`src/rtl/syn_counter_ctrl_if.sv`:
```
// -----------------------------------------------------------------------------
// syn_counter_ctrl_if
// Command / status bundle between a control master and the counter sequencer.
//   master modport : drives cmd_valid, cmd_up, cmd_load, cmd_limit, cmd_repeat,
//                    hold, abort; observes cmd_ready, Q, busy, up, done.
//   slave modport  : the opposite view, used by syn_counter_ctrl.
// -----------------------------------------------------------------------------
interface syn_counter_ctrl_if #(
    parameter int BITS = 4
) ();
    logic            cmd_valid;
    logic            cmd_ready;
    logic            cmd_up;
    logic [BITS-1:0] cmd_load;
    logic [BITS-1:0] cmd_limit;
    logic            cmd_repeat;
    logic            hold;
    logic            abort;
    logic [BITS-1:0] Q;
    logic            busy;
    logic            up;
    logic            done;

    modport master (
        output cmd_valid, cmd_up, cmd_load, cmd_limit, cmd_repeat, hold, abort,
        input  cmd_ready, Q, busy, up, done
    );

    modport slave (
        input  cmd_valid, cmd_up, cmd_load, cmd_limit, cmd_repeat, hold, abort,
        output cmd_ready, Q, busy, up, done
    );
endinterface

```
`src/rtl/syn_counter_ctrl.sv`:
```
// -----------------------------------------------------------------------------
// syn_counter_ctrl
// Command-driven sequencer for a BITS-wide up/down counter. One command at a
// time is accepted through a valid/ready handshake; the counter then steps one
// count per cycle from the start value to the end value, pulses done, and
// either returns to idle or reloads and keeps running.
//   clk   : rising-edge clock
//   reset : synchronous, active-high reset
//   bus   : syn_counter_ctrl_if.slave
//           in  : cmd_valid, cmd_up, cmd_load, cmd_limit, cmd_repeat, hold, abort
//           out : cmd_ready (combinational), Q, busy, up, done (registered)
// -----------------------------------------------------------------------------
module syn_counter_ctrl #(
    parameter int BITS = 4
) (
    input  logic                clk,
    input  logic                reset,
    syn_counter_ctrl_if.slave   bus
);

    typedef enum logic {
        S_IDLE = 1'b0,
        S_RUN  = 1'b1
    } state_t;

    localparam logic [BITS-1:0] ONE = {{(BITS-1){1'b0}}, 1'b1};

    state_t          r_state, w_state_next;
    logic [BITS-1:0] r_q,     w_q_next;
    logic [BITS-1:0] r_load,  w_load_next;
    logic [BITS-1:0] r_limit, w_limit_next;
    logic            r_up,     w_up_next;
    logic            r_repeat, w_repeat_next;
    logic            r_done,   w_done_next;

    logic w_ready;
    logic w_accept;
    logic w_active;
    logic w_terminal;

    // Priority: reset (in the register), abort, hold, terminal, count.
    // w_active is "a RUN cycle that actually advances".
    assign w_ready    = (r_state == S_IDLE) & ~bus.abort & ~reset;
    assign w_accept   = bus.cmd_valid & w_ready;
    assign w_active   = (r_state == S_RUN) & ~bus.abort & ~bus.hold;
    assign w_terminal = w_active & (r_q == r_limit);

    // ---------------------------------------------------------------- state reg
    always_ff @(posedge clk) begin
        if (reset) begin
            r_state  <= S_IDLE;
            r_q      <= '0;
            r_load   <= '0;
            r_limit  <= '0;
            r_up     <= 1'b0;
            r_repeat <= 1'b0;
            r_done   <= 1'b0;
        end else begin
            r_state  <= w_state_next;
            r_q      <= w_q_next;
            r_load   <= w_load_next;
            r_limit  <= w_limit_next;
            r_up     <= w_up_next;
            r_repeat <= w_repeat_next;
            r_done   <= w_done_next;
        end
    end

    // --------------------------------------------------------------- next state
    always_comb begin
        w_state_next = r_state;
        case (r_state)
            S_IDLE: begin
                if (w_accept) begin
                    w_state_next = S_RUN;
                end
            end
            S_RUN: begin
                if (bus.abort) begin
                    w_state_next = S_IDLE;
                end else if (w_terminal && !r_repeat) begin
                    w_state_next = S_IDLE;
                end
            end
            default: w_state_next = S_IDLE;
        endcase
    end

    // ---------------------------------------------------- datapath and outputs
    always_comb begin
        w_q_next      = r_q;
        w_load_next   = r_load;
        w_limit_next  = r_limit;
        w_up_next     = r_up;
        w_repeat_next = r_repeat;
        w_done_next   = w_terminal;

        if (w_accept) begin
            w_load_next   = bus.cmd_load;
            w_limit_next  = bus.cmd_limit;
            w_up_next     = bus.cmd_up;
            w_repeat_next = bus.cmd_repeat;
            w_q_next      = bus.cmd_load;
        end else if (w_terminal) begin
            // One-shot runs park on the limit; repeat runs restart from load.
            if (r_repeat) begin
                w_q_next = r_load;
            end
        end else if (w_active) begin
            // Plain modulo-2^BITS arithmetic gives the required wrap-around.
            w_q_next = r_up ? (r_q + ONE) : (r_q - ONE);
        end

        bus.cmd_ready = w_ready;
        bus.Q         = r_q;
        bus.busy      = (r_state == S_RUN);
        bus.up        = r_up;
        bus.done      = r_done;
    end

endmodule

```
`src/flat_wrapper.sv`:
```
// flat-port wrapper written by rule: the top's interface ports become plain ports
module syn_counter_ctrl_flat 
#(
    parameter int BITS = 4
)
  (clk, reset, bus_cmd_valid, bus_cmd_up, bus_cmd_load, bus_cmd_limit, bus_cmd_repeat, bus_hold, bus_abort, bus_cmd_ready, bus_Q, bus_busy, bus_up, bus_done);
  syn_counter_ctrl_if #(.BITS(BITS)) bus_i ();
  input  logic clk;
  input  logic reset;
  input wire logic [$bits(bus_i.cmd_valid)-1:0] bus_cmd_valid;
  input wire logic [$bits(bus_i.cmd_up)-1:0] bus_cmd_up;
  input wire logic [$bits(bus_i.cmd_load)-1:0] bus_cmd_load;
  input wire logic [$bits(bus_i.cmd_limit)-1:0] bus_cmd_limit;
  input wire logic [$bits(bus_i.cmd_repeat)-1:0] bus_cmd_repeat;
  input wire logic [$bits(bus_i.hold)-1:0] bus_hold;
  input wire logic [$bits(bus_i.abort)-1:0] bus_abort;
  output wire logic [$bits(bus_i.cmd_ready)-1:0] bus_cmd_ready;
  output wire logic [$bits(bus_i.Q)-1:0] bus_Q;
  output wire logic [$bits(bus_i.busy)-1:0] bus_busy;
  output wire logic [$bits(bus_i.up)-1:0] bus_up;
  output wire logic [$bits(bus_i.done)-1:0] bus_done;
  assign bus_i.cmd_valid = bus_cmd_valid;
  assign bus_i.cmd_up = bus_cmd_up;
  assign bus_i.cmd_load = bus_cmd_load;
  assign bus_i.cmd_limit = bus_cmd_limit;
  assign bus_i.cmd_repeat = bus_cmd_repeat;
  assign bus_i.hold = bus_hold;
  assign bus_i.abort = bus_abort;
  assign bus_cmd_ready = bus_i.cmd_ready;
  assign bus_Q = bus_i.Q;
  assign bus_busy = bus_i.busy;
  assign bus_up = bus_i.up;
  assign bus_done = bus_i.done;
  syn_counter_ctrl #(.BITS(BITS)) u_core (.clk(clk), .reset(reset), .bus(bus_i));
endmodule
```
`config.mk`:
```
export PLATFORM = sky130hd
export DESIGN_NAME = syn_counter_ctrl_flat
export DESIGN_NICKNAME = d
export VERILOG_FILES = /design/src/rtl/syn_counter_ctrl_if.sv /design/src/rtl/syn_counter_ctrl.sv /design/src/flat_wrapper.sv
export SDC_FILE = /design/constraint.sdc
export NUM_CORES = 1
export LEC_CHECK = 0
export BUFFER_PORTS_ARGS = -buffer_cell sky130_fd_sc_hd__buf_2
export CORE_MARGIN = 1.5
export CORE_UTILIZATION = 45
export DETAILED_ROUTE_END_ITERATION = 8
export GPL_TIMING_DRIVEN = 0
export PLACE_DENSITY = 0.7
export SLEW_MARGIN = 20
export SYNTH_ARGS = -nofsm -noshare
export SYNTH_HDL_FRONTEND = slang
export SYNTH_SLANG_ARGS = --single-unit
```
`constraint.sdc`:
```
create_clock -name clk -period 2.2 [get_ports clk]
set_clock_uncertainty 0.05 [all_clocks]
set_input_delay 0.66 -clock clk [delete_from_list [all_inputs] [get_ports clk]]
set_output_delay 0.66 -clock clk [all_outputs]
set_load 0.05 [all_outputs]
```
==> metrics.md, run 1 <==
| Metric | Value |
|---|---|
| Status | finished clean |
| Clock buffer depth | 2 |
| GRT Overall Usage | 19.8% |
| R2R depth | 5 |
| Final ANT Viol Nets | 0 |
| Share of the cycle needed by the critical path after routing | 90.5% |
| Leak Pwr | 0.447 nW |
| Final worst slack | 0.210 ns |
| Clock Power Share | 24.3% |
| Power Total | 0.632 mW |
| Hold crit path type | flop to flop |
| Power Dens Cells | 611 nW/µm² |
| Synth-to-Final Area Change | 19.5% |
| Initial antenna violation count | 0 |
| Worst-Margin Slew | 0.628 ns |
| Clock Latency Late Sink | 0.28 ns |
| Mapped Area | ~870 µm² |
| Switching Share | 32.5% |
| Seq pwr share | 49.9% |
| Largest net degree at the start of global routing | 11 |
| # rows | 15 |
| Clock Pin Slew Worst Setup and Hold Paths | 0.09 ns |
| Sequential cell area | 320 µm² |
| Worst IR Drop VDD | 0.274 mV |
| Resized Gates After CTS | 0 |
| CTS root buffer | clkbuf_4 |
| Layout net count | 144 |
| Number of library cell types mapped by synthesis | 32 |
| Data required time of the critical path | 1.49 ns |
| Post-Route WL | 1940 µm |
| Multi-input logic area | about 520 µm² |
| Die Width | 46.9 µm |
| Slew Limit Fails | 0 |
| Setup TNS | 0 ns |
| Min Hold Slack | 0.404 ns |
| Internal | 0.427 mW |
| Worst setup EP type | output port |
| Crit path arrival time | 1.28 ns |
| Pre-antenna DRT Iters | 4 |
| #FFs+latches synth | 16 |
| # IOs | 23 |
| Die Height | 46.9 µm |
| DIE AREA | 2200 µm² |
| Slew headroom | 57.8% |
| Sw power | 0.206 mW |
| CP startpoint | reset |
| # DRC | 0 |
| PortBufs | 22 |
| CTS tree | built |
| Syn Nets | 117 |
| Fillers | 183 |
| Commonest cells after routing, fill and taps aside | 23 x nand2_1, 23 x buf_2, 16 x dfxtp_1 |
| Final HPWL DP | 1450 µm |
| Setup bufs post-CTS | 0 |
| RePlAce Congestion | between 0.7 and 0.8 |
| Synth warnings | 0 |
| Post-synthesis sequential area ratio | 37.0% |
| Critical path type | input pin to output port |
| Drt wl/cell | 13.0 µm |
| Min-delay src | u_core.r_load[3] |
| CTS Sinks | 16 |
| DR vias | 798 |
| Htree depth | 1 |
| Diode count | 0 |
| Initial Util | 49.1% |
| Minimum clock period | between 1.5 and 2 ns |
| Fmax | 0.503 GHz |
| Layout Utilization | 58.7% |
| Final Setup Violations | 0 |
| CTS Buf Count | 3 |
| WHS Path Cells | 2 |
| Syn avg cell area | 8.75 µm² |
| Fraction of layout cells with a size suffix above 1 | 26.6% |
| Crit Reg-Reg Startpoint | u_core.bus.Q[0] |
| Hold Vio Cnt, Final | 0 |
| Worst Path Max Fanout | 10 |
| Startpoint types | input pin |
| Vias per cell | 5.36 |
| Number of max-cap violations | 0 |
| Total core area | 1760 µm² |
| First-pass GRT wire length | about 3000 µm |
| RSZ-0062 raised after global routing | no |
| Number of global-route vias before repair | roughly 720 |
| GR Overflow Total | 0 |
| Placement Setup Slack | -0.00458 ns |
| DR iter-0 viols | 19 |
| Cell count after synthesis | just under 100 |
| Comb pwr share | between 20% and 30% |
| CTS Hold Bufs | 0 |
-- synthesized netlist by cell type --
cell type  number  area (µm²)
nand2_1        23        86.3
dfxtp_1        16         320
a21oi_1        15        75.1
nor2_1          6        22.5
xor2_1          5        43.8
clkbuf_1        3        11.3
a31o_1          2        17.5
ha_1            2        25.0
nand2b_1        2        12.5
o221ai_1        2        17.5
xnor2_1         2        17.5
a21boi_0        1        7.51
a21o_1          1        7.51
a221o_2         1        11.3
a221oi_4        1        26.3
a41oi_1         1        8.76
buf_2           1        5.00
buf_6           1        11.3
fa_1            1        20.0
inv_1           1        3.75
nand3_1         1        5.00
nand3b_1        1        7.51
nand4_1         1        6.26
nor3_1          1        5.00
nor4_4          1        21.3
nor4b_4         1        23.8
o21ai_0         1        5.00
o21ai_1         1        5.00
o21bai_1        1        7.51
o31ai_1         1        7.51
or3b_4          1        11.3
or4b_1          1        10.0
-- power groups by stage --
stage / combinational (mW) / clock (mW) / sequential (mW)
2_1_floorplan: 0.0963 / 0 / 0.343
5_1_grt: 0.176 / 0.173 / 0.318
6_report: 0.163 / 0.154 / 0.316
3_3_place_gp: 0.159 / 0 / 0.322
3_5_place_dp: 0.163 / 0 / 0.323
4_1_cts: 0.164 / 0.156 / 0.316
-- area by class of cell --
type	count	area share [%]
repair buffers	22	10.6
inverters	1	0.363
clock buffers	3	2.18
multi-input cells	77	50.2
well taps	25	3.02
plain buffers	5	2.66
flip-flops and latches	16	31.0
-- per-stage QoR --
step / std cells / cell area, µm²
floorplan: 99 / 871
global placement: 146 / 1010
detailed placement: 146 / 1010
CTS: 149 / 1030
global route: 149 / 1030
finish: 149 / 1030
-- critical path, stage by stage --
cell and delay (ns):
buf_2 0.11, buf_6 0.14, nor3_2 0.09, buf_2 0.28
-- final timing paths --
| kind | slack, ns | end |
|---|---|---|
| worst max-delay path | 0.21 | bus_cmd_ready |
| worst min-delay path | 0.40 | u_core.r_load[3] |
| worst max register to register | 0.28 | u_core.bus.Q[1] |
| worst min register to register | 0.40 | u_core.r_load[3] |
-- sequential cells by signal, summed over array words and instances, names as in the netlist --
name,flops
u_core.bus.Q,4
u_core.r_limit,4
u_core.bus.busy,1
u_core.r_repeat,1
u_core.r_load,4
u_core.bus.done,1
u_core.bus.up,1
-- cells by family after synthesis --
group / share of synthesized area (%)
and+or+nand+nor: 24.4
adders and majority gates: 5.20
xor gates and xnor gates: 7.08
buffers and inverters: 3.61
DFF: 37.0
AOI/OAI and AO/OA: 22.7
-- per-layer routing --
metal / vias to the layer above / GRT usage (%) / share of wire, %
li1: 400 / - / -
met1: 377 / 24.2 / 46
met2: 17 / 32.1 / 48
met3: 4 / 5.77 / 4.1
met4: 0 / 9.44 / 1.0
met5: - / 0 / 0
(Power assumes the default switching activity.)
==> run 2, diff against run 1 <==
PLACE_DENSITY = not set   (was 0.7)
PLACE_DENSITY_LB_ADDON = 0.12   (was not set)
clock period = 1.89 ns   (was 2.2 ns; I/O delays follow)
==> metrics.md, run 2 (synthesized netlist as in run 1, its figures left out) <==
| Metric | Value |
|---|---|
| CP bufs+invs | 3 (unchanged) |
| Status | finished clean |
| CTS Buf Count | 3 (unchanged) |
| Worst IR Drop VDD | 0.430 mV (+57%) |
| RSZ-0062 raised after global routing | no |
| Switching Share | 31.0% (-1.5 points) |
| Slew Limit Fails | 0 (unchanged) |
| Worst-path cell chain | buf_2 -> buf_6 -> nor3_2 -> buf_2 |
| GR Overflow Total | 0 (unchanged) |
| Synth-to-Final Area Change | 25.1% |
| Htree depth | 1 (unchanged) |
| CTS root buffer | clkbuf_4 |
| DR iter-0 viols | 7 (-12) |
| Clock buffer depth | 2 (unchanged) |
| Crit-path max cell delay | 0.27 ns (about the same) |
| Critical path type | input pin to output port |
| Fmax | 0.559 GHz |
| Layout Utilization | 61.4% (+2.8 points) |
| Vias per cell | 5.16 (-3.7%) |
| Multi-input logic area | 527 µm² (+1.4%) |
| First-pass GRT wire length | 2900 µm (-5.0%) |
| Power Dens Cells | 745 nW/µm² (+22%) |
| Final ANT Viol Nets | 0 (unchanged) |
| Final HPWL DP | 1400 µm (-3.6%) |
| Initial Util | 49.1% (unchanged) |
| Placed cell count | 146 (unchanged) |
| Layout net count | 147 (+2.1%) |
| Crit path arrival time | 1.17 ns (-0.11 ns) |
| Worst Path Max Fanout | 10 (unchanged) |
| Min Hold Slack | 0.407 ns (+0.00300 ns) |
| Share of the cycle needed by the critical path after routing | 94.7% |
| Slew headroom | 69.3% (+11 points) |
| Post-Route WL | 1930 µm (-0.41%) |
| Initial antenna violation count | 0 (unchanged) |
| CTS Hold Bufs | 0 (unchanged) |
| DR vias | 789 (-1.1%) |
| Clock Power Share | 28.4% (+4.1 points) |
| Diode count | 0 (unchanged) |
| Sequential cell area | 325 µm² (+1.6%) |
| Worst setup EP type | output port |
| Clock Latency Late Sink | 0.29 ns (about the same) |
| Clock Pin Slew Worst Setup and Hold Paths | 0.09 ns (about the same) |
| Number of global-route vias before repair | 615 (-15%) |
| PortBufs | 22 (unchanged) |
| Number of max-cap violations | 0 (unchanged) |
| Die Width | 46.9 µm (unchanged) |
| GRT Overall Usage | 19.5% (-0.33 points) |
| # DRC | 0 (unchanged) |
| Pre-antenna DRT Iters | 3 (-1) |
| Minimum clock period | 1.79 ns |
| Worst-Margin Slew | 0.461 ns (-0.167 ns) |
| Hold crit path type | flop to flop |
| Internal | 0.557 mW (+30%) |
| DIE AREA | 2200 µm² (unchanged) |
| Leak Pwr | 0.470 nW (+5.2%) |
| RePlAce Congestion | 0.805 (+3.9%) |
| # IOs | 23 (unchanged) |
| Total core area | 1760 µm² (unchanged) |
| Sw power | 0.251 mW (+22%) |
| Startpoint types | input pin |
| Power Total | 0.808 mW (+28%) |
| CP dominant cell by count | buf_2 |
| Seq pwr share | 45.7% (-4.2 points) |
| Comb pwr share | 25.9% (about the same) |
| CP delay by family, top | buffers and inverters |
| Largest net degree at the start of global routing | 11 (unchanged) |
| Commonest cells after routing, fill and taps aside | 23 x nand2_1, 23 x buf_2, 15 x a21oi_1 |
| Final Setup Violations | 0 (unchanged) |
| # rows | 15 (unchanged) |
| CTS tree | built |
| Fillers | 182 (-0.55%) |
| CTS Sinks | 16 (unchanged) |
| CP max-delay cell | buf_2 |
| Hold Vio Cnt, Final | 0 (unchanged) |
| Drt wl/cell | 12.6 µm (-3.0%) |
| Layout Cells excl Fill | 153 (+2.7%) |
| Die Height | 46.9 µm (unchanged) |
| Fraction of layout cells with a size suffix above 1 | 32.8% (+6.2 points) |
| Data required time of the critical path | 1.27 ns (-0.22 ns) |
[run 2: changes by cell type in the layout (fill, tap and decap cells not counted)]
cell      change
dfxtp_1       -4
dfxtp_2       +4
buf_4         +3
clkbuf_8      +1
xor2_1        -1
xor2_2        +1
[run 2: cell type report]
type	instances	share of cell area, %
multi-input cells	77	48.6
flip-flops and latches	16	30.0
repair buffers	25	12.2
clock buffers	4	3.35
well taps	25	2.89
plain buffers	5	2.54
inverters	1	0.346
[run 2: worst min-delay path, stage by stage, from the launching register on]
cell and delay (ns):
dfxtp_1 0.32, nand2_1 0.05, a21oi_1 0.05
[run 2: power groups by stage]
stage | Combinational [mW] | Sequential [mW] | Clock, mW
6_report | 0.209 | 0.369 | 0.229
5_1_grt | 0.227 | 0.371 | 0.248
4_1_cts | 0.188 | 0.368 | 0.235
3_5_place_dp | 0.186 | 0.376 | 0
3_3_place_gp | 0.184 | 0.376 | 0
2_1_floorplan | 0.112 | 0.400 | 0
[run 2: layer usage]
metal / global-route usage [%] / routed length, µm
met5: 0 / 0
met4: 6.67 / 23
met3: 6.92 / 77
met2: 27.7 / 846
met1: 27.4 / 984
[run 2: through the flow]
stage	setup slack, ns	instance area, µm²	TNS (ns)
2_1_floorplan	-0.0251	876	-0.0251
3_3_place_gp	-0.167	1020	-1.34
3_5_place_dp	-0.210	1020	-1.37
4_1_cts	0.0859	1050	0
5_1_grt	0.0401	1080	0
6_report	0.0996	1080	0
[run 2: worst paths after layout]
path	start	endpoint	slack, ns	depth (start not counted)
min	u_core.r_load[3]	u_core.r_load[3]	0.41	2
min reg2reg	u_core.r_load[3]	u_core.r_load[3]	0.41	2
max	reset	bus_cmd_ready	0.1	4
max reg2reg	u_core.bus.busy	u_core.bus.Q[2]	0.16	6
[run 2: timing repair]
| item | in CTS | in global routing |
|---|---|---|
| setup endpoints to repair | 0 | 3 |
| buffers inserted | 0 | 3 |
| resized for setup | 0 | 1 |
==> run 3, diff against run 2 <==
ABC_AREA = 1   (was not set)
==> metrics.md, run 3 <==
| Metric | Value |
|---|---|
| Status | finished clean |
| Most common cell after layout, fill and taps aside | nand2_1 |
| Layout Utilization | 57.3% (-4.1 points) |
| Syn avg cell area | 6.99 µm² (-20%) |
| Setup TNS | 0 ns (unchanged) |
| Worst-Margin Slew | 0.258 ns (-0.203 ns) |
| Area leader, netlist | dfxtp_1 |
| Synth-to-Final Area Change | 17.3% |
| R2R depth | 10 (+4) |
| Worst path depth | 2 (-2) |
| Crit Reg-Reg Endpoint | u_core.bus.Q[3] |
| GRT Overall Usage | 17.3% (-2.2 points) |
| Startpoint types | flop |
| CTS tree | built |
| Hold crit path type | flop to flop |
| Syn Nets | 158 (+35%) |
| # IOs | 23 (unchanged) |
| Clock Pin Slew Worst Setup and Hold Paths | 0.08 ns (about the same) |
| Post-Route WL | 1960 µm (+1.6%) |
| DR vias | 910 (+15%) |
| Clock Latency Late Sink | 0.29 ns (about the same) |
| Data required time of the critical path | 1.27 ns (about the same) |
| Setup bufs post-CTS | 0 (unchanged) |
| Initial Util | 48.9% (-0.20 points) |
| Placement Setup Slack | 0.124 ns (+0.333 ns) |
| DR iter-0 viols | 12 (+5) |
| Vias per cell | 4.76 (-7.6%) |
| #FFs+latches synth | 16 (unchanged) |
| Post-synthesis sequential area ratio | 32.7% (-4.3 points) |
| Minimum clock period | 1.76 ns (-0.0274 ns) |
| CTS Sinks | 16 (unchanged) |
| First-pass GRT wire length | 3310 µm (+14%) |
| Share of the synthesized area in the top cell type | 32.7% (-4.3 points) |
| Count leader, synth | nand2_1 |
| Htree depth | 1 (unchanged) |
| Diode count | 0 (unchanged) |
| Worst IR Drop VDD | 0.484 mV (+13%) |
| Largest cells by area after synthesis | dfxtp_1 33%, nand2_1 16%, inv_1 7.3% |
| Drt wl/cell | 10.3 µm (-19%) |
| Slew Limit Fails | 0 (unchanged) |
| Number of library cell types mapped by synthesis | 23 (-28%) |
| Fmax | 0.567 GHz (+1.6%) |
| CTS Hold Bufs | 0 (unchanged) |
| Clock buffer depth | 2 (unchanged) |
| Synth warnings | 0 (unchanged) |
| Post-synth EDFFs | 0 (unchanged) |
| Pre-antenna DRT Iters | 4 (+1) |
| Post-synthesis async set-or-reset flop share | 0% (unchanged) |
| Resized Gates After CTS | 0 (unchanged) |
| Power Total | 0.758 mW (-6.1%) |
| CTS root buffer | clkbuf_4 |
| Synth top cells by count | 43 x nand2_1, 19 x inv_1, 16 x dfxtp_1 |
| Worst-path cell chain | nor3_4 -> buf_2 |
| Crit path arrival time | 1.15 ns (-0.02 ns) |
| Largest net degree at the start of global routing | 11 (unchanged) |
| Final ANT Viol Nets | 0 (unchanged) |
| Number of global-route vias before repair | 803 (+31%) |
| RePlAce Congestion | 0.772 (-4.1%) |
| Final worst slack | 0.127 ns (+0.0274 ns) |
| Ys flop type | dfxtp_1 |
| DIE AREA | 2460 µm² (+12%) |
| CTS Buf Count | 3 (unchanged) |
| Crit Reg-Reg Startpoint | u_core.bus.up |
| CP startpoint | u_core.bus.busy |
| Share of the cycle needed by the critical path after routing | 93.3% (-1.5 points) |
| Worst setup EP type | output port |
| Setup crit end | bus_cmd_ready |
| Final HPWL DP | 1520 µm (+8.2%) |
| Cell count after synthesis | 140 (+41%) |
| Hold Vio Cnt, Final | 0 (unchanged) |
| Total core area | 2000 µm² (+13%) |
| Die Height | 49.6 µm (+5.9%) |
| Slew headroom | 82.8% (+14 points) |
| Final Setup Violations | 0 (unchanged) |
| Mapped Area | 978 µm² (+13%) |
| Worst Path Max Fanout | 4 (-6) |
| R2r setup slk | 0.31 ns (+0.15 ns) |
| RSZ-0062 raised after global routing | no |
| PortBufs | 21 (-4.5%) |
| Power Dens Cells | 661 nW/µm² (-11%) |
| CP max-delay cell | dfxtp_1 |
| Commonest cells after routing, fill and taps aside | 43 x nand2_1, 22 x buf_2, 19 x inv_1 |
| GR Overflow Total | 0 (unchanged) |
| # rows | 16 (+1) |
| Die Width | 49.6 µm (+5.9%) |
| Number of max-cap violations | 0 (unchanged) |
| CP delay by family, top | flip-flops |
| CP bufs+invs | 1 (-2) |
| Crit-path max cell delay | 0.37 ns (+0.10 ns) |
| Leak Pwr | 0.571 nW (+21%) |
| Critical path type | flop to output port |
| Initial antenna violation count | 0 (unchanged) |
| Layout net count | 184 (+25%) |
| Fraction of layout cells with a size suffix above 1 | 23.8% (-9.0 points) |
| # DRC | 0 (unchanged) |
-- run 3: changes by cell type after synthesis, sizes merged, moves of 2 or more --
| cell | before | now |
|---|---|---|
| a21oi | 15 | 12 |
| a31o | 2 | 0 |
| clkbuf | 3 | 0 |
| inv | 1 | 20 |
| nand2 | 23 | 46 |
| nand2b | 2 | 0 |
| nand3 | 1 | 9 |
| nand4 | 1 | 4 |
| nor2 | 6 | 16 |
| o21ai | 2 | 6 |
| o221ai | 2 | 0 |
| xor2 | 5 | 0 |
-- run 3: logic make-up (layout without fill, tap and decap cells) --
logic type,after synthesis,in the layout,share of synthesized area (%)
fa+ha+maj,3,3,4.60
simple gates,77,77,39.4
buf+inv,24,48,12.3
compound gates,18,18,9.21
flops,16,16,32.7
xor+xnor,2,2,1.79
-- run 3: worst min-delay path by stage --
| stage | startpoint | end | slack (ns) | cells after the start |
|---|---|---|---|---|
| floorplan | u_core.r_load[0] | u_core.r_load[0] | 0.39 | 2 |
| global placement | u_core.r_limit[2] | u_core.r_limit[2] | 0.40 | 2 |
| detailed placement | u_core.r_load[2] | u_core.r_load[2] | 0.41 | 2 |
| CTS | u_core.r_load[2] | u_core.r_load[2] | 0.42 | 2 |
| global route | reset | u_core.r_load[3] | 0.42 | 2 |
| finish | u_core.r_load[2] | u_core.r_load[2] | 0.42 | 2 |
-- run 3: layout make-up --
type	count	area (µm²)
sequential	16	322
tap	27	33.8
inverter	21	92.6
timing repair buffer	21	105
fill	234	855
multi-input combinational	100	544
buffer	3	27.5
clock buffer	3	22.5
-- run 3: metal layers --
layer | vias to the layer above | part of all wire (%) | global-route usage, %
li1 | 489 | - | -
met4 | 0 | 0.97 | 2.78
met5 | - | 0 | 0
met1 | 395 | 45 | 20.5
met3 | 4 | 6.1 | 5.45
met2 | 22 | 48 | 30.9
-- run 3: where the power goes --
part           internal [mW]  total, mW  switching (mW)
Sequential             0.353      0.367          0.0136
Clock                 0.0741      0.181           0.107
Combinational         0.0768      0.210           0.134
-- run 3: worst min-delay path, stage by stage, from the launching register on --
cell     delay [ns]
dfxtp_1        0.32
nand2_1        0.06
a21oi_1        0.06
-- run 3: stage by stage --
step / hold slack, ns / area [µm²] / cells
4_1_cts: 0.421 / 1150 / 191
5_1_grt: 0.418 / 1150 / 191
3_3_place_gp: 0.404 / 1120 / 188
3_5_place_dp: 0.407 / 1120 / 188
2_1_floorplan: 0.392 / 986 / 140
6_report: 0.416 / 1150 / 191
